**src/rtl/fp32_maxmin_reduce.sv**
```systemverilog
// ---------------------------------------------------------------------------
// fp32_maxmin_reduce
//
// Streaming max/min reduction controller. It accepts a packet of FP32
// elements on a valid/ready stream. For every element after the first, it
// issues one compare (running accumulator vs. new element) to an external
// registered FP32 max/min comparator and waits for the result. When the
// packet ends, it presents the reduced value and the element count on a
// valid/ready output.
//
// Optional feature macro: FP32_REDUCE_NAN_STICKY_EN
//   When defined, the block tracks a sticky NaN flag. The flag is set by a
//   NaN first element or by a NaN comparator result. While the flag is set,
//   elements are only counted and are not compared, and m_data reads as
//   0xFFFFFFFF.
//
// Parameters:
//   CNT_W        width of the element counter and m_count (saturating)
//   CMP_TIMEOUT  cycles spent in WAIT without a result before the packet is
//                aborted with m_err (must be >= 1)
//
// Ports:
//   clk, rst            clock; synchronous active-high reset
//   i_is_max            1 = max, 0 = min; latched with the first element
//   s_valid/s_ready     input element handshake
//   s_data, s_last      FP32 element, last-of-packet marker
//   cmp_valid           one-cycle compare request to the comparator
//   cmp_is_max          compare mode
//   cmp_a, cmp_b        accumulator operand, new-element operand
//   cmp_result_valid    comparator result strobe (one cycle after cmp_valid)
//   cmp_result          comparator result
//   m_valid/m_ready     result handshake
//   m_data, m_count     reduced value, element count
//   m_err               packet was aborted on comparator timeout
// ---------------------------------------------------------------------------
module fp32_maxmin_reduce #(
   parameter int CNT_W       = 16,
   parameter int CMP_TIMEOUT = 15
) (
   input  logic             clk,
   input  logic             rst,
   input  logic             i_is_max,
   input  logic             s_valid,
   output logic             s_ready,
   input  logic [31:0]      s_data,
   input  logic             s_last,
   output logic             cmp_valid,
   output logic             cmp_is_max,
   output logic [31:0]      cmp_a,
   output logic [31:0]      cmp_b,
   input  logic             cmp_result_valid,
   input  logic [31:0]      cmp_result,
   output logic             m_valid,
   input  logic             m_ready,
   output logic [31:0]      m_data,
   output logic [CNT_W-1:0] m_count,
   output logic             m_err
);

   // The timer counts 0 .. CMP_TIMEOUT-1 while in WAIT, so WAIT lasts
   // exactly CMP_TIMEOUT cycles when no result arrives.
   localparam int TMR_W = (CMP_TIMEOUT < 2) ? 1 : $clog2(CMP_TIMEOUT);
   localparam logic [TMR_W-1:0] TMR_MAX = TMR_W'(CMP_TIMEOUT - 1);

   typedef enum logic [1:0] {
      S_IDLE,
      S_ACCUM,
      S_WAIT,
      S_DONE
   } state_t;

   state_t            state_q, state_d;
   logic [31:0]       acc_q;
   logic [CNT_W-1:0]  count_q;
   logic              mode_q;
   logic              last_pend_q;
   logic [TMR_W-1:0]  timer_q;
   logic              err_q;
   logic              xfer;
   logic              timer_hit;
   logic [CNT_W-1:0]  count_inc;

`ifdef FP32_REDUCE_NAN_STICKY_EN
   logic              nan_q;

   function automatic logic is_nan(input logic [31:0] d);
      return (d[30:23] == 8'hFF) && (d[22:0] != 23'd0);
   endfunction
`endif

   assign xfer      = s_valid & s_ready;
   assign timer_hit = (timer_q == TMR_MAX);
   // The count saturates at all-ones instead of wrapping.
   assign count_inc = (count_q == '1) ? count_q : count_q + CNT_W'(1);

   // -------------------------------------------------------------------------
   // State register
   // -------------------------------------------------------------------------
   // NOTE: state is updated with non-blocking assignments so that every flop
   // samples the pre-edge values; blocking assignments here would create
   // order-dependent simulation races.
   always_ff @(posedge clk) begin
      if (rst) state_q <= S_IDLE;
      else     state_q <= state_d;
   end

   // -------------------------------------------------------------------------
   // Next state and handshake outputs
   // -------------------------------------------------------------------------
   // NOTE: every signal written here gets a default value first. A path that
   // left a signal unassigned would infer a latch.
   always_comb begin
      state_d = state_q;
      s_ready = 1'b0;
      m_valid = 1'b0;
      unique case (state_q)
         S_IDLE: begin
            s_ready = 1'b1;
            if (xfer) state_d = s_last ? S_DONE : S_ACCUM;
         end
         S_ACCUM: begin
            s_ready = 1'b1;
            if (xfer) begin
`ifdef FP32_REDUCE_NAN_STICKY_EN
               // With a NaN already seen, elements are only counted here.
               if (nan_q) state_d = s_last ? S_DONE : S_ACCUM;
               else       state_d = S_WAIT;
`else
               state_d = S_WAIT;
`endif
            end
         end
         S_WAIT: begin
            // A result in the final timer cycle still wins over the abort.
            if (cmp_result_valid) state_d = last_pend_q ? S_DONE : S_ACCUM;
            else if (timer_hit)   state_d = S_DONE;
         end
         S_DONE: begin
            m_valid = 1'b1;
            if (m_ready) state_d = S_IDLE;
         end
         default: state_d = S_IDLE;
      endcase
   end

   // -------------------------------------------------------------------------
   // Datapath, compare request and status registers
   // -------------------------------------------------------------------------
   always_ff @(posedge clk) begin
      if (rst) begin
         acc_q       <= '0;
         count_q     <= '0;
         mode_q      <= 1'b0;
         last_pend_q <= 1'b0;
         timer_q     <= '0;
         err_q       <= 1'b0;
         cmp_valid   <= 1'b0;
         cmp_is_max  <= 1'b0;
         cmp_a       <= '0;
         cmp_b       <= '0;
`ifdef FP32_REDUCE_NAN_STICKY_EN
         nan_q       <= 1'b0;
`endif
      end else begin
         // The compare request is a single-cycle pulse.
         cmp_valid <= 1'b0;
         unique case (state_q)
            S_IDLE: begin
               if (xfer) begin
                  acc_q   <= s_data;
                  mode_q  <= i_is_max;
                  count_q <= CNT_W'(1);
`ifdef FP32_REDUCE_NAN_STICKY_EN
                  nan_q   <= is_nan(s_data);
`endif
               end
            end
            S_ACCUM: begin
               if (xfer) begin
`ifdef FP32_REDUCE_NAN_STICKY_EN
                  if (nan_q) begin
                     count_q <= count_inc;
                  end else begin
                     cmp_a       <= acc_q;
                     cmp_b       <= s_data;
                     cmp_is_max  <= mode_q;
                     cmp_valid   <= 1'b1;
                     last_pend_q <= s_last;
                     timer_q     <= '0;
                  end
`else
                  cmp_a       <= acc_q;
                  cmp_b       <= s_data;
                  cmp_is_max  <= mode_q;
                  cmp_valid   <= 1'b1;
                  last_pend_q <= s_last;
                  timer_q     <= '0;
`endif
               end
            end
            S_WAIT: begin
               if (!timer_hit) timer_q <= timer_q + TMR_W'(1);
               if (cmp_result_valid) begin
                  acc_q   <= cmp_result;
                  count_q <= count_inc;
`ifdef FP32_REDUCE_NAN_STICKY_EN
                  if (is_nan(cmp_result)) nan_q <= 1'b1;
`endif
               end else if (timer_hit) begin
                  err_q <= 1'b1;
               end
            end
            S_DONE: begin
               if (m_ready) begin
                  err_q <= 1'b0;
`ifdef FP32_REDUCE_NAN_STICKY_EN
                  nan_q <= 1'b0;
`endif
               end
            end
            default: ;
         endcase
      end
   end

   // -------------------------------------------------------------------------
   // Result outputs (held stable while waiting in DONE)
   // -------------------------------------------------------------------------
`ifdef FP32_REDUCE_NAN_STICKY_EN
   assign m_data  = nan_q ? 32'hFFFF_FFFF : acc_q;
`else
   assign m_data  = acc_q;
`endif
   assign m_count = count_q;
   assign m_err   = err_q;

endmodule

```
**config.mk**
```make
export PLATFORM = sky130hd
export DESIGN_NAME = fp32_maxmin_reduce
export DESIGN_NICKNAME = d
export VERILOG_FILES = /design/src/rtl/fp32_maxmin_reduce.sv
export SDC_FILE = /design/constraint.sdc
export NUM_CORES = 1
export LEC_CHECK = 0
export CAP_MARGIN = 40
export CORE_MARGIN = 1.5
export CORE_UTILIZATION = 60
export DETAILED_ROUTE_END_ITERATION = 10
export DONT_BUFFER_PORTS = 1
export GPL_TIMING_DRIVEN = 0
export PLACE_DENSITY = 0.76
export SYNTH_ARGS = -nofsm -noshare
export SYNTH_HDL_FRONTEND = slang
export SYNTH_SLANG_ARGS = --single-unit
```
**constraint.sdc**
```tcl
create_clock -name clk -period 3.2 [get_ports clk]
set_input_delay 0.32 -clock clk [delete_from_list [all_inputs] [get_ports clk]]
set_output_delay 0.32 -clock clk [all_outputs]
set_load 0.03 [all_outputs]
```
### Yosys cells after proc, flatten, opt, wreduce, memory -nomap -nowiden

Index checks and enable logic that the tools add are counted.
W data, S select, Z words.

| word-level totals | value |
|---|---|
| bits in registers | 123 |
| output and inout bits | 117 |
| input port bits | 71 |
| word-level logic and storage cells | 67 |

| cells by class | value |
|---|---|
| reduce and logical (&&, ||, !) cells | 13 |
| bitwise operators | 2 |
| eq/ne operators | 14 |
| multiplexer cells | 25 |
| add/sub/neg operators | 2 |

Operators with widths:

| operator | number |
|---|---|
| $mux W32 | 2 |
| $pmux W32 S2 | 1 |
| $mux W16 | 3 |
| $pmux W16 S2 | 1 |
| $add A16 B1 Y16 const B | 1 |
| $eq A16 B16 Y1 const B | 1 |
| $ne A2 B2 Y1 const B | 8 |
| $mux W2 | 7 |
| $reduce_and A4 Y1 | 3 |
| $mux W4 | 2 |
| $pmux W2 S4 | 1 |
| $pmux W4 S2 | 1 |
| $mux W1 | 6 |
| $reduce_and A3 Y1 | 2 |
| $reduce_bool A2 Y1 | 3 |
| $add A4 B1 Y4 const B | 1 |
| $eq A2 B2 Y1 const B | 2 |
| $eq A4 B4 Y1 const B | 1 |
| $reduce_and A2 Y1 | 2 |
| $reduce_or A2 Y1 | 2 |
| $ne A3 B3 Y1 const B | 1 |
| $eq A2 B1 Y1 const B | 1 |
| $logic_not A2 Y1 | 1 |
| $pmux W1 S2 | 1 |
| 2 further kinds | 2 |

### Logic depth before layout (Yosys ltp)

Gate-level depths: netlist of the first run.

| logic depth | value |
|---|---|
| word-level depth | 6 |
| gate-level depth with buffers | 7 |

### Worst setup path before layout of the first run

No wires, ideal clock.

| timing path | value |
|---|---|
| path type | register to register |
| from | reg count_q[0], in the netlist m_count[0] |
| to | reg count_q[8], in the netlist m_count[8] |
| data arrival time | 1864 ps |
| required time | 3080 ps |
| cell stages (with the launch flop) | 8 |
| library setup time | 120 ps |
| path buffers | 1 |
| slack | 1215 ps |
| cells stage by stage | dfxtp_1 ha_1 nand3_1 nor2_1 a2111o_1 buf_2 nor3_1 a211o_2 |

| on the way | value |
|---|---|
| cells in the longest elaborated chain, start to end | 4 |
| elaborated cells on any way between the ends | 7 |
| classes of those cells | 1 x add/sub; 2 x eq/ne; 3 x mux; 1 x reduce/logical |

Ends and longest elaborated chain:

| item | line | text |
|---|---|---|
| from (decl) | 74 | `logic [CNT_W-1:0] count_q;` |
| from (signal assigned) | 205 | `count_q <= count_inc;` |
| $add A16 B1 Y16 | 94 | `assign count_inc = (count_q == '1) ? count_q : count_q + CNT_W'(1);` |
| $mux W16 | 94 |  |
| $mux W16 | 203 | `if (cmp_result_valid) begin` |
| $pmux W16 S2 | 167 | `unique case (state_q)` |

Parallel ways exist; a longest one is shown, timed or not. The select of a mux whose other input is x is not followed.
A chain may end at the register's enable or synchronous reset.

### Worst setup path in the final report of the first run

| timing path | value |
|---|---|
| from | reg count_q[0], in the netlist m_count[0] |
| to | reg count_q[12], in the netlist m_count[12] |

Same word-level chain as after synthesis.

==> key figures, run 1 <==
Status
  – Status: completed

Synth
  – Synthesized flop and latch total: 123
  – Cell area after synthesis: 4980 um2
  – Asr flop ratio synth: 0
  – Post-Syn Instances: 634
  – Most instantiated cells after synthesis: 209 x nand2_1, 123 x dfxtp_1, 74 x a21oi_1, 47 x nor2_1, 33 x a311oi_1
  – Top post-synthesis cells by area: dfxtp_1 49%, nand2_1 16%, a21oi_1 7.4%, a311oi_1 5.8%, nor2_1 3.5%
  – Top FF cell, synth: dfxtp_1
  – Syn Nets: 708
  – Syn. warnings: 0
  – Seq/Total Area, Yosys: 0.494
  – Syn Area/Cell: 7.86 um2
  – Synth cell types: 44
  – Top-count cell post-synth: nand2_1
  – Count of flip-flops with a built-in enable after synthesis: 0
  – Post-synth top area cell: dfxtp_1
  – Area share of the largest cell type after synthesis: 0.494

Worst setup path
  – Setup crit start kind: register
  – Crit path capture type: register
  – FF-to-FF End: m_count[12]
  – Req. time, crit path: 3.66 ns
  – Flop-to-flop setup slack: 0.87 ns
  – R2r worst-path depth: 6
  – RR Startpoint: m_count[0]
  – CP max FO: 8
  – CP Data Arrival Time: 2.79 ns
  – Crit path kind: register to register

Die
  – FP Rows: 33
  – Horiz. Die Dim: 94.2 um
  – Die height: 94.2 um
  – Starting density of the core: 0.613
  – I/O pin cnt: 188
  – Die area: 8860 um2
  – Core Region: 8130 um2

Power
  – Clk pwr share: 0.413
  – PD cells: 705 nW/um2
  – Design Power: 4.49 mW
  – Leakage: 2.38 nW
  – Peak supply drop: 0.524 mV
  – Net Sw Power: 1.45 mW
  – P_int: 3.04 mW
  – Switching share of power: 0.323
  – Flop pwr share: 0.448
  – Logic pwr share: 0.138

Detailed routing
  – DR vias/cell: 6.01
  – Post-route DRC: 0
  – Iter 0 DRT Violations: 266
  – Antenna Nets Post-Route: 0
  – Routed WL: 15600 um
  – Pre-antenna DRT Iters: 5
  – Via count: 5029
  – Routed wire length per instance: 18.6 um

STA
  – Final Max Slew Viols: 0
  – Endpoints failing setup: 0
  – Worst-Margin Slew: 0.636 ns
  – Worst slew margin: 0.576
  – Skew final: 0.00985 ns
  – Achievable Freq: 429 MHz
  – Fin crit share: 0.728
  – Setup TNS: 0 ns
  – Fin worst setup slack: 0.869 ns
  – Post-route minimum period: 2.33 ns
  – RSZ-0062 raised after global routing: false
  – Fin. Hold Viols: 0

GRT
  – Grt ovf: 0
  – Vias in the first global route: 4965
  – GRT Util Overall: 0.348
  – Pin count of the biggest net entering global routing: 17
  – Initial antenna violation count: 0
  – First-pass GRT wire length: 23700 um

Worst hold path
  – Worst hold stages: 3
  – Worst Hold End: m_err
  – Hold Crit Start: cmp_result_valid
  – Hold crit path type: input pin to register

Clock network
  – # clock sinks: 123
  – CTS tree: built
  – Number of CTS-inserted buffers: 17
  – Post-CTS setup buffer count: 0
  – Htree depth: 4
  – Clock Pin Slew Worst Setup and Hold Paths: 0.06 ns
  – Clock buffer depth: 2
  – Skew-Pair Late Insertion Delay: 0.52 ns
  – Clock Root Buffer: clkbuf_8

Placed design
  – RD Place Congestion: 0.817
  – Pre-CTS setup slack: 0.880 ns
  – Dpl hpwl: 10200 um
  – I/O Buffers: 0

Cells and area
  – Register area: 2460 um2
  – Layout Area Growth over Synthesis: 27.6%
  – ANT cells: 0
  – Fill count: 602
  – Fin util: 0.782
  – Layout cells sized above 1: 0.0697
  – Area of the multi-input gates: 2310 um2
  – Net count, final: 794

Flow run
  – Max Cap Viol: 0
-- layout by cell type (no fill, tap or decap), types with 8 or more instances in the layout --
cell type | Yosys | routed
nor3_1 | 15 | 15
nand2_1 | 209 | 209
buf_1 | 8 | 8
nand3_1 | 13 | 13
nor2_1 | 47 | 47
buf_2 | 8 | 8
clkbuf_16 | 0 | 16
a21oi_1 | 74 | 74
a311oi_1 | 33 | 33
clkbuf_1 | 30 | 30
dlygate4sd3_1 | 0 | 67
dfxtp_1 | 123 | 123
-- worst max-delay path: stages (launching register included) --
cell and delay, ns:
dfxtp_1 0.59, ha_1 0.29, nand3_1 0.25, nor4_4 0.43
a21oi_2 0.19, nor2_2 0.33, a211o_1 0.19
-- metrics by stage --
step | hold WS (ns) | std cells | cell area, um2
floorplan | 0.416 | 634 | 4980
global placement | 0.418 | 739 | 5120
detailed placement | 0.420 | 739 | 5120
CTS | 0.00536 | 837 | 6360
global route | 0.00992 | 837 | 6360
finish | 0.0122 | 837 | 6360
-- cell type report --
class / instances / area share
flip-flops and latches: 123 / 0.387
multi-input cells: 459 / 0.364
repair buffers: 67 / 0.105
clock buffers: 20 / 0.0716
plain buffers: 47 / 0.0299
well taps: 105 / 0.0206
clock inverters: 11 / 0.0189
inverters: 5 / 0.00295
-- layer usage --
metal	routed length, um	vias to the layer above	share of wire	track usage
met4	500	0	0.032	0.178
met1	6040	2399	0.39	0.383
met2	7800	243	0.50	0.598
met3	1220	48	0.078	0.107
met5	0	-	0	0
li1	-	2339	-	-
-- cell families after synthesis --
kind of cell	synth area share
AO/OA/AOI/OAI	0.175
XOR/XNOR	0.00703
adder cells (fa/ha/maj)	0.00753
buffers and inverters	0.0419
flip-flops	0.494
multiplexers	0.00201
AND/OR/NAND/NOR	0.272
-- worst max-delay path by stage --
stage                           from          end  slack (ns)  depth (start not counted)
after floorplan           m_count[0]   m_count[8]        1.22                          7
after global placement    m_count[0]   m_count[8]        0.94                          6
after detailed placement  m_count[0]   m_count[8]        0.88                          6
after CTS                 m_count[0]   m_count[8]        0.89                          6
after global routing      m_count[0]   m_count[9]        0.69                          6
final                     m_count[0]  m_count[12]        0.87                          6
-- power by group through the flow --
stage          Clock (mW)  Combinational (mW)  Sequential (mW)
5_1_grt              1.93               0.679             2.03
3_5_place_dp            0               0.526             2.04
4_1_cts              1.85               0.603             2.01
6_report             1.85               0.620             2.01
2_1_floorplan           0               0.395             2.00
3_3_place_gp            0               0.504             2.04
-- registers in the layout, summed over array words and instances (netlist names), 2 cells and up --
name,flops
timer_q,4
m_data,32
state_q,2
cmp_a,32
m_count,16
cmp_b,32
-- repair_timing --
action,CTS,global route
endpoints found under the setup margin,0,0
hold buffers,67,0
gates resized for setup,0,0
endpoints found under the hold margin,67,0
Power figures use the tool's default switching activity.
==> run 2, diff against run 1 <==
Settings changed: ABC_AREA from default to 1.
Clock period 3.2 ns to 2.4 ns, I/O delays scaled along.
==> key figures, run 2 <==
Status
  – Status: completed (unchanged)

Die
  – Horiz. Die Dim: 95.4 um (was 94.2 um)
  – FP Rows: 33 (unchanged)
  – Die height: 95.4 um (was 94.2 um)
  – I/O pin cnt: 188 (unchanged)
  – Die area: 9100 um2 (was 8860 um2)
  – Starting density of the core: 0.620 (was 0.613)
  – Core Region: 8260 um2 (was 8130 um2)

Clock network
  – Htree depth: 4 (unchanged)
  – Clock buffer depth: 2 (unchanged)
  – Clock Root Buffer: clkbuf_8 (unchanged)
  – CTS tree: built (unchanged)
  – Number of CTS-inserted buffers: 17 (unchanged)
  – Clock Pin Slew Worst Setup and Hold Paths: 0.06 ns (about the same)
  – Skew-Pair Late Insertion Delay: 0.51 ns (was 0.52 ns)
  – # clock sinks: 123 (unchanged)
  – Post-CTS Resized: 0 (unchanged)

STA
  – Final Max Slew Viols: 0 (unchanged)
  – Setup TNS: 0 ns (unchanged)
  – Fin. Hold Viols: 0 (unchanged)
  – Worst-Margin Slew: 0.600 ns (was 0.636 ns)
  – Worst slew margin: 0.600 (was 0.576)
  – Fin worst setup slack: 0.402 ns (was 0.869 ns)
  – RSZ-0062 raised after global routing: false (unchanged)
  – Achievable Freq: 500 MHz (was 429 MHz)
  – Endpoints failing setup: 0 (unchanged)
  – Skew final: 0.00796 ns (was 0.00985 ns)
  – Post-route minimum period: 2.00 ns (was 2.33 ns)
  – Fin crit share: 0.833 (was 0.728)

Cells and area
  – Fill count: 591 (was 602)
  – Layout Area Growth over Synthesis: 27.3% (was 27.6%)
  – Area of the multi-input gates: 2300 um2 (was 2310 um2)
  – ANT cells: 0 (unchanged)
  – Register area: 2460 um2 (unchanged)
  – Commonest cells after routing, fill and taps aside: 269 x nand2_1, 123 x dfxtp_1, 90 x nand3_1 (was 209 x nand2_1, 123 x dfxtp_1, 74 x a21oi_1)
  – Commonest non-fill, non-tap cell in the layout: nand2_1 (unchanged)
  – Layout cells sized above 1: 0.0814 (was 0.0697)
  – Net count, final: 872 (was 794)

Worst setup path
  – Setup crit start kind: register (unchanged)
  – R2r worst-path depth: 9 (was 6)
  – FF-to-FF End: m_count[13] (was m_count[12])
  – RR Startpoint: m_count[0] (unchanged)
  – Crit path kind: register to register (unchanged)
  – Flop-to-flop setup slack: 0.40 ns (was 0.87 ns)
  – CP max FO: 10 (was 8)
  – Crit path capture type: register (unchanged)
  – CP Data Arrival Time: 2.40 ns (was 2.79 ns)
  – Req. time, crit path: 2.80 ns (was 3.66 ns)

Detailed routing
  – Routed wire length per instance: 18.1 um (was 18.6 um)
  – Routed WL: 16600 um (was 15600 um)
  – Via count: 5390 (was 5029)
  – Pre-antenna DRT Iters: 6 (was 5)
  – Antenna Nets Post-Route: 0 (unchanged)
  – Iter 0 DRT Violations: 445 (was 266)
  – Post-route DRC: 0 (unchanged)
  – DR vias/cell: 5.88 (was 6.01)

GRT
  – Initial antenna violation count: 0 (unchanged)
  – GRT Util Overall: 0.357 (was 0.348)
  – Grt ovf: 0 (unchanged)
  – Vias in the first global route: 5091 (was 4965)
  – First-pass GRT wire length: 24700 um (was 23700 um)
  – Pin count of the biggest net entering global routing: 17 (unchanged)

Flow run
  – Max Cap Viol: 0 (unchanged)

Power
  – Peak supply drop: 0.598 mV (was 0.524 mV)
  – PD cells: 918 nW/um2 (was 705 nW/um2)
  – Leakage: 2.91 nW (was 2.38 nW)

Synth
  – Top post-synthesis cells by area: dfxtp_1 48%, nand2_1 20%, nand3_1 8.8%, a31oi_1 4.0%, o21ai_0 2.6% (was dfxtp_1 49%, nand2_1 16%, a21oi_1 7.4%, a311oi_1 5.8%, nor2_1 3.5%)
  – Most instantiated cells after synthesis: 269 x nand2_1, 123 x dfxtp_1, 90 x nand3_1, 34 x nor2_1, 33 x a31oi_1 (was 209 x nand2_1, 123 x dfxtp_1, 74 x a21oi_1, 47 x nor2_1, 33 x a311oi_1)
  – Cell area after synthesis: 5120 um2 (was 4980 um2)
  – Post-Syn Instances: 711 (was 634)
  – Synth cell types: 32 (was 44)
  – Top-count cell post-synth: nand2_1 (unchanged)
  – Synthesized flop and latch total: 123 (unchanged)
  – Asr flop ratio synth: 0 (unchanged)
  – Area share of the largest cell type after synthesis: 0.481 (was 0.494)
  – Seq/Total Area, Yosys: 0.481 (was 0.494)
  – Syn Area/Cell: 7.20 um2 (was 7.86 um2)
  – Post-synth top area cell: dfxtp_1 (unchanged)
  – Top FF cell, synth: dfxtp_1 (unchanged)
  – Syn Nets: 785 (was 708)
  – Count of flip-flops with a built-in enable after synthesis: 0 (unchanged)
  – Syn. warnings: 0 (unchanged)

Worst hold path
  – Hold Crit Start: rst (was cmp_result_valid)
  – Hold crit path type: input pin to register (unchanged)
  – Worst hold stages: 2 (was 3)
  – Worst Hold End: m_count[2] (was m_err)

Placed design
  – Pre-CTS setup slack: 0.443 ns (was 0.880 ns)
  – I/O Buffers: 0 (unchanged)
  – Dpl hpwl: 10900 um (was 10200 um)
  – RD Place Congestion: 0.865 (was 0.817)
-- run 2: changes by cell type in the layout (fill, tap and decap cells not counted), sizes merged, moves of 29 or more --
cell,delta
nand3,+77
nand2,+62
a21oi,-60
o21ai,+37
a311oi,-33
inv,+33
a31oi,+29
-- run 2: layer usage --
metal / GRT usage / vias to the layer above / part of all wire
met5: 0 / - / 0
met4: 0.147 / 0 / 0.021
met3: 0.101 / 45 / 0.10
met2: 0.620 / 321 / 0.49
met1: 0.409 / 2516 / 0.38
li1: - / 2508 / -
-- run 2: logic make-up after synthesis --
logic type                 share of synthesized area
AOI/OAI and AO/OA                              0.101
buffers and inverters                         0.0701
DFF                                            0.481
and+or+nand+nor                                0.340
adders and majority gates                    0.00733
-- run 2: timing repair --
| action | CTS | global route |
|---|---|---|
| setup endpoints to repair | 0 | 0 |
| hold buffers | 68 | 0 |
| hold endpoints to repair | 68 | 0 |
| setup buffers | 0 | 0 |
-- run 2: how the worst max path moves through the flow --
stage                     from     endpoint  slack [ns]  depth (start not counted)
finish              m_count[0]  m_count[13]        0.40                          9
global route        m_count[0]   m_count[3]        0.27                          8
CTS                 m_count[0]  m_count[13]        0.42                          9
detailed placement  m_count[0]   m_count[3]        0.44                          8
global placement    m_count[1]   m_count[0]        0.47                          9
floorplan           m_count[1]   m_count[9]        0.66                          9
-- run 2: layout make-up --
type / count / share of cell area
clock inverters: 13 / 0.0255
inverters: 35 / 0.0205
repair buffers: 68 / 0.104
flip-flops and latches: 123 / 0.378
multi-input cells: 509 / 0.353
clock buffers: 19 / 0.0647
plain buffers: 44 / 0.0345
well taps: 105 / 0.0201
-- run 2: worst max-delay path, stage by stage, from the launching register on --
cell	delay, ns
dfxtp_1	0.57
ha_1	0.26
nand3_1	0.15
nor2_4	0.25
nand4_4	0.22
nand2_4	0.13
buf_6	0.14
nand2_1	0.06
nand2_1	0.06
nor2_1	0.05
-- run 2: per-stage QoR --
step	power, mW	hold WS (ns)	util	instances	area [um2]
finish	5.99	0.0163	0.790	916	6520
global route	6.17	0.0312	0.790	916	6520
CTS	5.94	0.0102	0.790	916	6520
detailed placement	3.35	0.348	0.636	816	5250
global placement	3.31	0.345	0.636	816	5250
floorplan	3.14	0.343	-	711	5120
-- run 2: power breakdown --
group	leakage, nW	internal (mW)	switching (mW)
sequential	1.00	2.21	0.466
combinational	1.63	0.277	0.488
clock	0.280	1.59	0.952
==> run 3, diff against run 2 <==
Settings changed: ABC_AREA 1 to 0.
Clock period 2.4 ns to 2 ns, I/O delays scaled along.
==> key figures, run 3 (synthesized netlist as in run 1, its figures left out) <==
Worst setup path
  – Req. time, crit path: 2.41 ns (was 2.80 ns)
  – Setup crit start kind: register (unchanged)
  – CP max stage cell: dfxtp_1 (unchanged)
  – Flop-to-flop setup slack: 0.10 ns (was 0.40 ns)
  – CP Data Arrival Time: 2.30 ns (was 2.40 ns)
  – Crit-path cells: clkbuf_1 > nor2b_1 > buf_2 > buf_2 > nand2_1 > a311oi_2 (was ha_1 > nand3_1 > nor2_4 > nand4_4 > nand2_4 > buf_6 > nand2_1 > nand2_1 > nor2_1)
  – Crit path capture type: register (unchanged)
  – CP max stage delay: 0.32 ns (was 0.57 ns)
  – CP delay by family, top: buffers and inverters (was simple AND/OR/NAND/NOR gates)
  – CP max FO: 10 (unchanged)
  – Worst Path Buf+Inv: 3 (was 1)
  – Critical Path Start: state_q[0] (was m_count[0])
  – Crit path kind: register to register (unchanged)
  – CP most frequent cell: buf_2 (was nand2_1)
  – RR Startpoint: state_q[0] (was m_count[0])

Placed design
  – Dpl hpwl: 10200 um (was 10900 um)
  – I/O Buffers: 0 (unchanged)
  – Pre-CTS setup slack: -0.320 ns (was 0.443 ns)
  – RD Place Congestion: 0.817 (was 0.865)

Die
  – Core Region: 8130 um2 (was 8260 um2)
  – FP Rows: 33 (unchanged)
  – Horiz. Die Dim: 94.2 um (was 95.4 um)
  – Die area: 8860 um2 (was 9100 um2)
  – Starting density of the core: 0.613 (was 0.620)
  – Die height: 94.2 um (was 95.4 um)
  – I/O pin cnt: 188 (unchanged)

STA
  – Achievable Freq: 527 MHz (was 500 MHz)
  – Fin crit share: 0.948 (was 0.833)
  – Skew final: 0.00721 ns (was 0.00796 ns)
  – Worst slew margin: 0.585 (was 0.600)
  – Fin Hold WS: 0.0417 ns (was 0.0163 ns)
  – Fin. Hold Viols: 0 (unchanged)
  – Final Max Slew Viols: 0 (unchanged)
  – Fin worst setup slack: 0.104 ns (was 0.402 ns)
  – Endpoints failing setup: 0 (unchanged)
  – Post-route minimum period: 1.90 ns (was 2.00 ns)
  – Worst-Margin Slew: 0.623 ns (was 0.600 ns)

Clock network
  – Skew-Pair Late Insertion Delay: 0.51 ns (about the same)
  – Number of CTS-inserted buffers: 17 (unchanged)
  – Clock Pin Slew Worst Setup and Hold Paths: 0.06 ns (about the same)
  – # clock sinks: 123 (unchanged)
  – Clock Root Buffer: clkbuf_8 (unchanged)
  – Clock buffer depth: 2 (unchanged)
  – CTS tree: built (unchanged)
  – Htree depth: 4 (unchanged)

Power
  – Design Power: 7.21 mW (was 5.99 mW)
  – Switching share of power: 0.323 (was 0.318)
  – Logic pwr share: 0.142 (was 0.128)
  – PD cells: 1110 nW/um2 (was 918 nW/um2)
  – Clk pwr share: 0.411 (was 0.425)
  – Peak supply drop: 0.822 mV (was 0.598 mV)
  – Flop pwr share: 0.447 (about the same)
  – Leakage: 2.44 nW (was 2.91 nW)
  – Net Sw Power: 2.33 mW (was 1.91 mW)
  – P_int: 4.88 mW (was 4.08 mW)

GRT
  – GRT Util Overall: 0.349 (was 0.357)
  – Vias in the first global route: 5012 (was 5091)
  – Grt ovf: 0 (unchanged)
  – Initial antenna violation count: 0 (unchanged)
  – Pin count of the biggest net entering global routing: 17 (unchanged)
  – First-pass GRT wire length: 23800 um (was 24700 um)

Cells and area
  – Commonest non-fill, non-tap cell in the layout: nand2_1 (unchanged)
  – Layout cells sized above 1: 0.115 (was 0.0814)
  – Fill count: 571 (was 591)
  – Layout Area Growth over Synthesis: 30.3% (was 27.3%)
  – Commonest cells after routing, fill and taps aside: 209 x nand2_1, 108 x dfxtp_1, 74 x a21oi_1 (was 269 x nand2_1, 123 x dfxtp_1, 90 x nand3_1)
  – Net count, final: 798 (was 872)
  – ANT cells: 0 (unchanged)

Detailed routing
  – Antenna Nets Post-Route: 0 (unchanged)
  – Met2 wire length: 8010 um (was 8140 um)
  – Met1 wire length: 6010 um (was 6370 um)
  – DR vias/cell: 6.05 (was 5.88)
  – Met3 wire length: 1360 um (was 1740 um)
  – Routed wire length per instance: 18.9 um (was 18.1 um)
  – Top Metal Used: met4 (unchanged)
  – Routed WL: 15900 um (was 16600 um)
  – Iter 0 DRT Violations: 286 (was 445)
  – Post-route DRC: 0 (unchanged)
  – Pre-antenna DRT Iters: 6 (unchanged)
  – Via count: 5084 (was 5390)

Flow run
  – Max Cap Viol: 0 (unchanged)

Status
  – Status: completed (unchanged)

Worst hold path
  – Hold crit path type: input pin to register (unchanged)
  – Hold Crit Start: s_valid (was rst)
run 3: cell types whose count changed in the layout (fill, tap and decap cells not counted), moves of 12 or more:
cell,delta
a21oi_1,+59
a311oi_1,+32
a31oi_1,-29
dfxtp_1,-15
dfxtp_2,+14
inv_1,-24
nand2_1,-60
nand3_1,-79
nor2_1,+12
o21ai_0,-23
o21ai_1,-14
run 3: per-stage QoR:
step                TNS [ns]   util  instances  cell area, um2
global placement       -2.24  0.629        739            5120
floorplan                  0      -        634            4980
finish                     0  0.799        841            6500
CTS                        0  0.788        838            6410
detailed placement     -3.14  0.629        739            5120
global route        -0.00217  0.799        841            6500
run 3: power by group through the flow:
stage / registers [mW] / clock network (mW) / logic (mW)
4_1_cts: 3.21 / 2.97 / 0.971
5_1_grt: 3.25 / 3.10 / 1.11
3_3_place_gp: 3.26 / 0 / 0.806
3_5_place_dp: 3.26 / 0 / 0.841
2_1_floorplan: 3.20 / 0 / 0.632
6_report: 3.22 / 2.97 / 1.02
run 3: final cells by class:
type / instances / area (um2) / share of cell area
timing repair buffer: 71 / 703 / 0.108
buffer: 47 / 210 / 0.0324
multi-input combinational: 459 / 2370 / 0.365
tap: 105 / 131 / 0.0202
inverter: 5 / 18.8 / 0.00289
clock buffer: 20 / 455 / 0.0701
sequential: 123 / 2480 / 0.382
clock inverter: 11 / 120 / 0.0185
run 3: worst min-delay path: stages:
cell,delay (ns)
nor2b_1,0.13
o21ai_0,0.08
a31oi_1,0.08
run 3: worst paths after layout:
path	endpoint	cells after the start
max reg2reg	m_count[7]	6
min reg2reg	last_pend_q	2
max	m_count[7]	6
min	state_q[1]	3
run 3: timing repair:
action                                 in CTS  in global routing
gates cloned                                0                  0
setup buffers                               0                  3
setup endpoints to repair                  15                 66
endpoints found under the hold margin      68                  0
gates resized for setup                    20                 25
pin swaps                                   1                  2
hold buffers                               68                  0
run 3: layer usage:
metal	global-route usage	vias to the layer above
met3	0.106	45
met5	0	-
li1	-	2351
met4	0.183	0
met2	0.600	249
met1	0.384	2439
